<file path="config.mk">
export PLATFORM = sky130hd
export DESIGN_NAME = pwm_capture
export DESIGN_NICKNAME = d
export VERILOG_FILES = /design/src/rtl/pwm_capture.sv
export SDC_FILE = /design/constraint.sdc
export NUM_CORES = 1
export LEC_CHECK = 0
export CAP_MARGIN = 10
export CORE_ASPECT_RATIO = 1.1
export CORE_UTILIZATION = 30
export DETAILED_ROUTE_END_ITERATION = 10
export SYNTH_ARGS = -nofsm -noshare
export SYNTH_HDL_FRONTEND = slang
export SYNTH_SLANG_ARGS = --single-unit
</file>
<file path="constraint.sdc">
create_clock -name clock -period 3.1 [get_ports clock]
set_input_delay 0.31 -clock clock [delete_from_list [all_inputs] [get_ports clock]]
set_output_delay 0.31 -clock clock [all_outputs]
set_load 0.05 [all_outputs]
</file>
<file path="src/rtl/pwm_capture.sv">
// pwm_capture: measures high time and period (rise to rise) of an asynchronous PWM input.
// Optional glitch filter on the synchronized input is built when PWM_CAPTURE_GLITCH_FILTER_EN is defined.
module pwm_capture #(
  parameter int COUNTER_WIDTH = 16,
  parameter int FILTER_LENGTH = 3
) (
  input  logic                     clock,
  input  logic                     reset,
  input  logic                     enable,
  input  logic                     pwm_input,
  output logic [COUNTER_WIDTH-1:0] high_count,
  output logic [COUNTER_WIDTH-1:0] period_count,
  output logic                     duty_valid,
  output logic                     timeout
);

  localparam logic [COUNTER_WIDTH-1:0] CNT_MAX  = '1;
  localparam logic [COUNTER_WIDTH-1:0] CNT_ONE  = {{(COUNTER_WIDTH-1){1'b0}}, 1'b1};
  localparam logic [COUNTER_WIDTH-1:0] CNT_ZERO = '0;

  typedef enum logic [1:0] {
    S_IDLE      = 2'd0,
    S_MEAS_HIGH = 2'd1,
    S_MEAS_LOW  = 2'd2
  } state_t;

  if (FILTER_LENGTH < 2) begin : g_filter_length_check
    $error("pwm_capture: FILTER_LENGTH must be at least 2");
  end

  logic                     r_sync1;
  logic                     r_sync2;
  logic                     r_prev_pin;
  logic                     w_pin;
  logic                     w_rise;
  logic                     w_fall;

  state_t                   r_state;
  state_t                   w_state_nxt;

  logic [COUNTER_WIDTH-1:0] r_period_cnt;
  logic [COUNTER_WIDTH-1:0] r_high_cnt;
  logic [COUNTER_WIDTH-1:0] r_high_count;
  logic [COUNTER_WIDTH-1:0] r_period_count;
  logic                     r_duty_valid;
  logic                     r_timeout;

  logic                     w_sat;
  logic                     w_clr;
  logic                     w_start;
  logic                     w_inc_period;
  logic                     w_inc_high;
  logic                     w_latch;
  logic                     w_set_timeout;

  // Two-flop synchronizer for the asynchronous input
  always_ff @(posedge clock or posedge reset) begin
    if (reset) begin
      r_sync1 <= 1'b0;
      r_sync2 <= 1'b0;
    end else begin
      r_sync1 <= pwm_input;
      r_sync2 <= r_sync1;
    end
  end

`ifdef PWM_CAPTURE_GLITCH_FILTER_EN
  localparam int FLT_W = $clog2(FILTER_LENGTH + 1);
  localparam logic [FLT_W-1:0] FLT_LAST = FLT_W'(FILTER_LENGTH - 1);

  logic [FLT_W-1:0] r_flt_cnt;
  logic             r_flt_pin;

  // Level only moves after FILTER_LENGTH consecutive samples disagree with it
  always_ff @(posedge clock or posedge reset) begin
    if (reset) begin
      r_flt_cnt <= '0;
      r_flt_pin <= 1'b0;
    end else if (r_sync2 != r_flt_pin) begin
      if (r_flt_cnt == FLT_LAST) begin
        r_flt_pin <= r_sync2;
        r_flt_cnt <= '0;
      end else begin
        r_flt_cnt <= r_flt_cnt + 1'b1;
      end
    end else begin
      r_flt_cnt <= '0;
    end
  end

  assign w_pin = r_flt_pin;
`else
  assign w_pin = r_sync2;
`endif

  always_ff @(posedge clock or posedge reset) begin
    if (reset) begin
      r_prev_pin <= 1'b0;
    end else begin
      r_prev_pin <= w_pin;
    end
  end

  assign w_rise = w_pin & ~r_prev_pin;
  assign w_fall = ~w_pin & r_prev_pin;
  assign w_sat  = (r_period_cnt == CNT_MAX);

  always_ff @(posedge clock or posedge reset) begin
    if (reset) begin
      r_state <= S_IDLE;
    end else begin
      r_state <= w_state_nxt;
    end
  end

  // Next state: enable low wins, then counter saturation, then edges
  always_comb begin
    w_state_nxt = r_state;
    if (!enable) begin
      w_state_nxt = S_IDLE;
    end else begin
      case (r_state)
        S_IDLE: begin
          if (w_rise) w_state_nxt = S_MEAS_HIGH;
        end
        S_MEAS_HIGH: begin
          if (w_sat)       w_state_nxt = S_IDLE;
          else if (w_fall) w_state_nxt = S_MEAS_LOW;
        end
        S_MEAS_LOW: begin
          if (w_sat)       w_state_nxt = S_IDLE;
          else if (w_rise) w_state_nxt = S_MEAS_HIGH;
        end
        default: w_state_nxt = S_IDLE;
      endcase
    end
  end

  always_comb begin
    w_clr         = 1'b0;
    w_start       = 1'b0;
    w_inc_period  = 1'b0;
    w_inc_high    = 1'b0;
    w_latch       = 1'b0;
    w_set_timeout = 1'b0;
    if (!enable) begin
      w_clr = 1'b0 | 1'b1;
    end else begin
      case (r_state)
        S_IDLE: begin
          w_start = w_rise;
        end
        S_MEAS_HIGH: begin
          if (w_sat) begin
            w_clr         = 1'b1;
            w_set_timeout = 1'b1;
          end else if (w_fall) begin
            w_inc_period = 1'b1;
          end else begin
            w_inc_period = 1'b1;
            w_inc_high   = 1'b1;
          end
        end
        S_MEAS_LOW: begin
          if (w_sat) begin
            w_clr         = 1'b1;
            w_set_timeout = 1'b1;
          end else if (w_rise) begin
            w_latch = 1'b1;
            w_start = 1'b1;
          end else begin
            w_inc_period = 1'b1;
          end
        end
        default: w_clr = 1'b1;
      endcase
    end
  end

  // The completing rise reports the pre-update counts and reloads 1/1 for the new period
  always_ff @(posedge clock or posedge reset) begin
    if (reset) begin
      r_period_cnt   <= CNT_ZERO;
      r_high_cnt     <= CNT_ZERO;
      r_high_count   <= CNT_ZERO;
      r_period_count <= CNT_ZERO;
      r_duty_valid   <= 1'b0;
      r_timeout      <= 1'b0;
    end else begin
      r_duty_valid <= w_latch;
      if (w_clr) begin
        r_period_cnt <= CNT_ZERO;
        r_high_cnt   <= CNT_ZERO;
      end else if (w_start) begin
        r_period_cnt <= CNT_ONE;
        r_high_cnt   <= CNT_ONE;
      end else begin
        if (w_inc_period) r_period_cnt <= r_period_cnt + CNT_ONE;
        if (w_inc_high)   r_high_cnt   <= r_high_cnt + CNT_ONE;
      end
      if (w_latch) begin
        r_high_count   <= r_high_cnt;
        r_period_count <= r_period_cnt;
        r_timeout      <= 1'b0;
      end else if (w_set_timeout) begin
        r_timeout <= 1'b1;
      end
    end
  end

  assign high_count   = r_high_count;
  assign period_count = r_period_count;
  assign duty_valid   = r_duty_valid;
  assign timeout      = r_timeout;

endmodule

</file>
==> metrics.csv <==
stage,metric,value,unit
pwr,ir_worst_vdd,0.246,mV
placement,gp_congestion,0.838,
sta,period_share,76.3,%
cells_and_area,diodes,0,
die,dieArea,11700,um2
cts,ctsResizeCount,0,
worst_setup_path,path_class,reg -> reg,
worst_setup_path,crit_fanout,14,
sta,finalHoldViolations,0,
cts,numClockSinks,71,
cts,cts_made_buffers,9,
yosys,async_reset_ff_share,100,%
pwr,switching_share,22.9,%
worst_setup_path,worst_path_max_delay_cell,ha_1,
yosys,netlist_top_cells_area,"dfrtp_1 (53%), mux2_4 (12%), nor2_1 (3.6%)",
sta,relSlewSlack,57.4,%
min_path,min_from,r_sync1,
min_path,hold_path_end,r_sync2,
grt,grt_pass1_vias,2378,
yosys,synth_seq_cells,71,
grt,antenna_found_initial,0,
sta,setup_viol,0,
routing,dr.pass1.iters,4,
cts,cts_tree,yes,
routing,drc,0,
worst_setup_path,crit_arrival,2.62,ns
cts,ctsHoldBuffers,0,
placement,io_buffers,37,
pwr,clkPwrFrac,47.0,%
grt,gr-usage-all-layers,13.1,%
sta,skew,0.00728,ns
min_path,hold_class,reg -> reg,
cts,clkLatencyLatePin,0.33,ns
die,rows,40,
worst_setup_path,reg2reg_to,r_period_cnt[15],
routing,drtAntennaViolNets,0,
yosys,synthesis.area,3380,um2
sta,fmax,423,MHz
yosys,ys_warn_count,0,
cells_and_area,stdcell_area,4190,um2
placement,place_hpwl,4430,um
yosys,syn-num-nets,297,
worst_setup_path,worstRegToRegCells,7,
cells_and_area,fillCellCount,1057,
pwr,power_leakage,1.76,nW
yosys,synth_top_area_share,52.6,%
grt,overflow,0,
pwr,p_switching,0.000461,W
worst_setup_path,worst-path-buf-inv,2,
cells_and_area,num-nets-final,340,
grt,grt_max_degree,72,
cts,postCtsSetupBuffers,0,
sta,rsz0062_at_grt,no,
cts,cts.clk_slew.worst_paths,0.05,ns
die,ioPinCount,38,
worst_setup_path,cp-end-kind,flip-flop,
placement,post_dp_cell_area,3910,um2
sta,finalSetupTns,0,ns
job,max_cap_viol_count,0,
pwr,combPwrFrac,6.0,%
worst_setup_path,worst_setup_path_start_kind,flip-flop,
sta,period_minus_slack,2.37,ns
grt,grt_pass1_wl,11700,um
yosys,synth.avg_cell_area,11.8,um2
cts,cts.htree.levels,3,
cts,cts-root-buf,clkbuf_16,
worst_setup_path,max_stage_delay,0.45,ns
pwr,power_density,481,nW/um2
routing,drt-initial-drc-count,111,
die,core,11000,um2
die,die_w,103,um
yosys,synth_seq_area_share,52.6,%
cells_and_area,drive_gt1_share,16.4,%
yosys,yosysUniqueCellTypes,39,
routing,wirelength,6760,um
routing,viasPerCell,4.82,
cts,cts_buffer_depth,2,
routing,routedWlPerCell,14.0,um
worst_setup_path,required,3.35,ns
die,die_height,113,um
yosys,synth-edff-count,0,
routing,vias,2321,
min_path,holdPathStages,0,
yosys,ys.flop_type,dfrtp_1,
worst_setup_path,r2r_start,r_state[1],
outcome,status,finished clean,
pwr,pwr-share-seq,47.0,%
die,initial_core_util,30.8,%
worst_setup_path,r2r_slack,0.73,ns
yosys,yosysTopAreaCell,dfrtp_1,
sta,tightest_slew,0.639,ns
worst_setup_path,critical_path.top_delay_family,compound AO/OA/AOI/OAI gates,
yosys,synth_cells,287,
sta,report.final.slew_viol_count,0,
pwr,p_int,0.00155,W
pwr,p_total,0.00201,W
worst_setup_path,critical_path.cell_chain,inv_1 > ha_1 > o21ai_0 > o22ai_1 > nand2_1 > buf_4 > a21oi_1,
cells_and_area,area_growth,24.1,%
-- flip-flops by register name, indices dropped and copies added (netlist names) --
| register | count |
|---|---|
| duty_valid | 1 |
| r_high_cnt | 16 |
| high_count | 16 |
| r_prev_pin | 1 |
| period_count | 16 |
| r_sync1 | 1 |
| r_period_cnt | 16 |
| timeout | 1 |
| r_sync2 | 1 |
| r_state | 2 |
-- per-layer routing --
| metal | track usage [%] | wire length (um) | share of wire [%] |
|---|---|---|---|
| met2 | 21.3 | 3340 | 49 |
| met5 | 0 | 0 | 0 |
| met3 | 3.52 | 284 | 4.2 |
| met4 | 5.07 | 110 | 1.6 |
| met1 | 16.4 | 3030 | 45 |
-- worst max path at each step --
stage / endpoint / slack, ns / cells past startpoint / start
6_report: r_period_cnt[15] / 0.73 / 7 / r_state[1]
5_1_grt: r_high_cnt[11] / 0.47 / 7 / r_state[1]
4_1_cts: r_period_cnt[4] / 0.68 / 7 / r_state[1]
3_5_place_dp: r_high_cnt[6] / 0.65 / 6 / enable
3_3_place_gp: r_high_cnt[14] / 0.71 / 6 / enable
2_1_floorplan: r_period_cnt[10] / 0.95 / 7 / r_state[0]
-- cells by family after synthesis --
family | after synthesis | share of synthesized area [%]
DFF | 71 | 52.6
and+or+nand+nor | 110 | 16.9
buffers and inverters | 16 | 2.82
muxes | 35 | 14.7
adders and majority gates | 6 | 2.22
xor gates and xnor gates | 24 | 6.23
AOI/OAI and AO/OA | 25 | 4.48
-- final cells by class --
| cell class | count | area (um2) | share of cell area (%) |
|---|---|---|---|
| Clock buffer | 13 | 260 | 6.21 |
| Inverter | 5 | 18.8 | 0.448 |
| Timing Repair Buffer | 43 | 428 | 10.2 |
| Multi-Input combinational cell | 200 | 1500 | 35.9 |
| Clock inverter | 3 | 17.5 | 0.418 |
| Sequential cell | 71 | 1780 | 42.4 |
| Tap cell | 147 | 184 | 4.39 |
-- synth_stat cells, types with 4 or more instances --
cell type  number
a21oi_1         9
buf_2           4
buf_6           4
dfrtp_1        71
ha_1            6
inv_1           5
mux2_2          4
mux2_4         28
nand2_1        15
nand3_1        18
nand4_1        10
nor2_1         32
nor3_1          6
nor4_1          4
o21ai_0         5
xnor2_1        11
xor2_1         13
-- through the flow --
stage | hold WS, ns | cells | utilization (%) | setup slack, ns
floorplan | 0.331 | 287 | - | 0.948
detailed placement | 0.338 | 466 | 35.7 | 0.653
CTS | 0.351 | 482 | 38.2 | 0.683
finish | 0.348 | 482 | 38.2 | 0.733
global route | 0.352 | 482 | 38.2 | 0.475
global placement | 0.340 | 466 | 35.7 | 0.708
-- power groups by stage --
stage | Combinational (W) | Sequential (W) | Clock [W]
6_report | 0.000121 | 0.000946 | 0.000947
5_1_grt | 0.000139 | 0.000947 | 0.00102
4_1_cts | 0.000125 | 0.000946 | 0.000976
3_5_place_dp | 0.000124 | 0.000962 | 0
3_3_place_gp | 0.000122 | 0.000962 | 0
2_1_floorplan | 0.0000843 | 0.000963 | 0
-- cell usage in the layout, fill, tap and decap left out, drive strengths merged, types with 2 or more instances in the layout --
| cell | n |
|---|---|
| mux2 | 32 |
| nor2 | 32 |
| nand3 | 18 |
| and2 | 3 |
| clkdlybuf4s50 | 37 |
| nand2 | 15 |
| buf | 6 |
| and4 | 3 |
| nor4b | 2 |
| nor4 | 5 |
| dfrtp | 71 |
| clkinv | 2 |
| xor2 | 13 |
| nand4 | 10 |
| and3 | 3 |
| or4 | 3 |
| xnor2 | 11 |
| nor2b | 3 |
| a21o | 3 |
| inv | 5 |
| or3 | 3 |
| o21ai | 5 |
| a21oi | 9 |
| mux2i | 3 |
| ha | 6 |
| o211ai | 3 |
| clkbuf | 13 |
| nor3 | 6 |
Note: power is estimated with default switching activity, not from simulation.
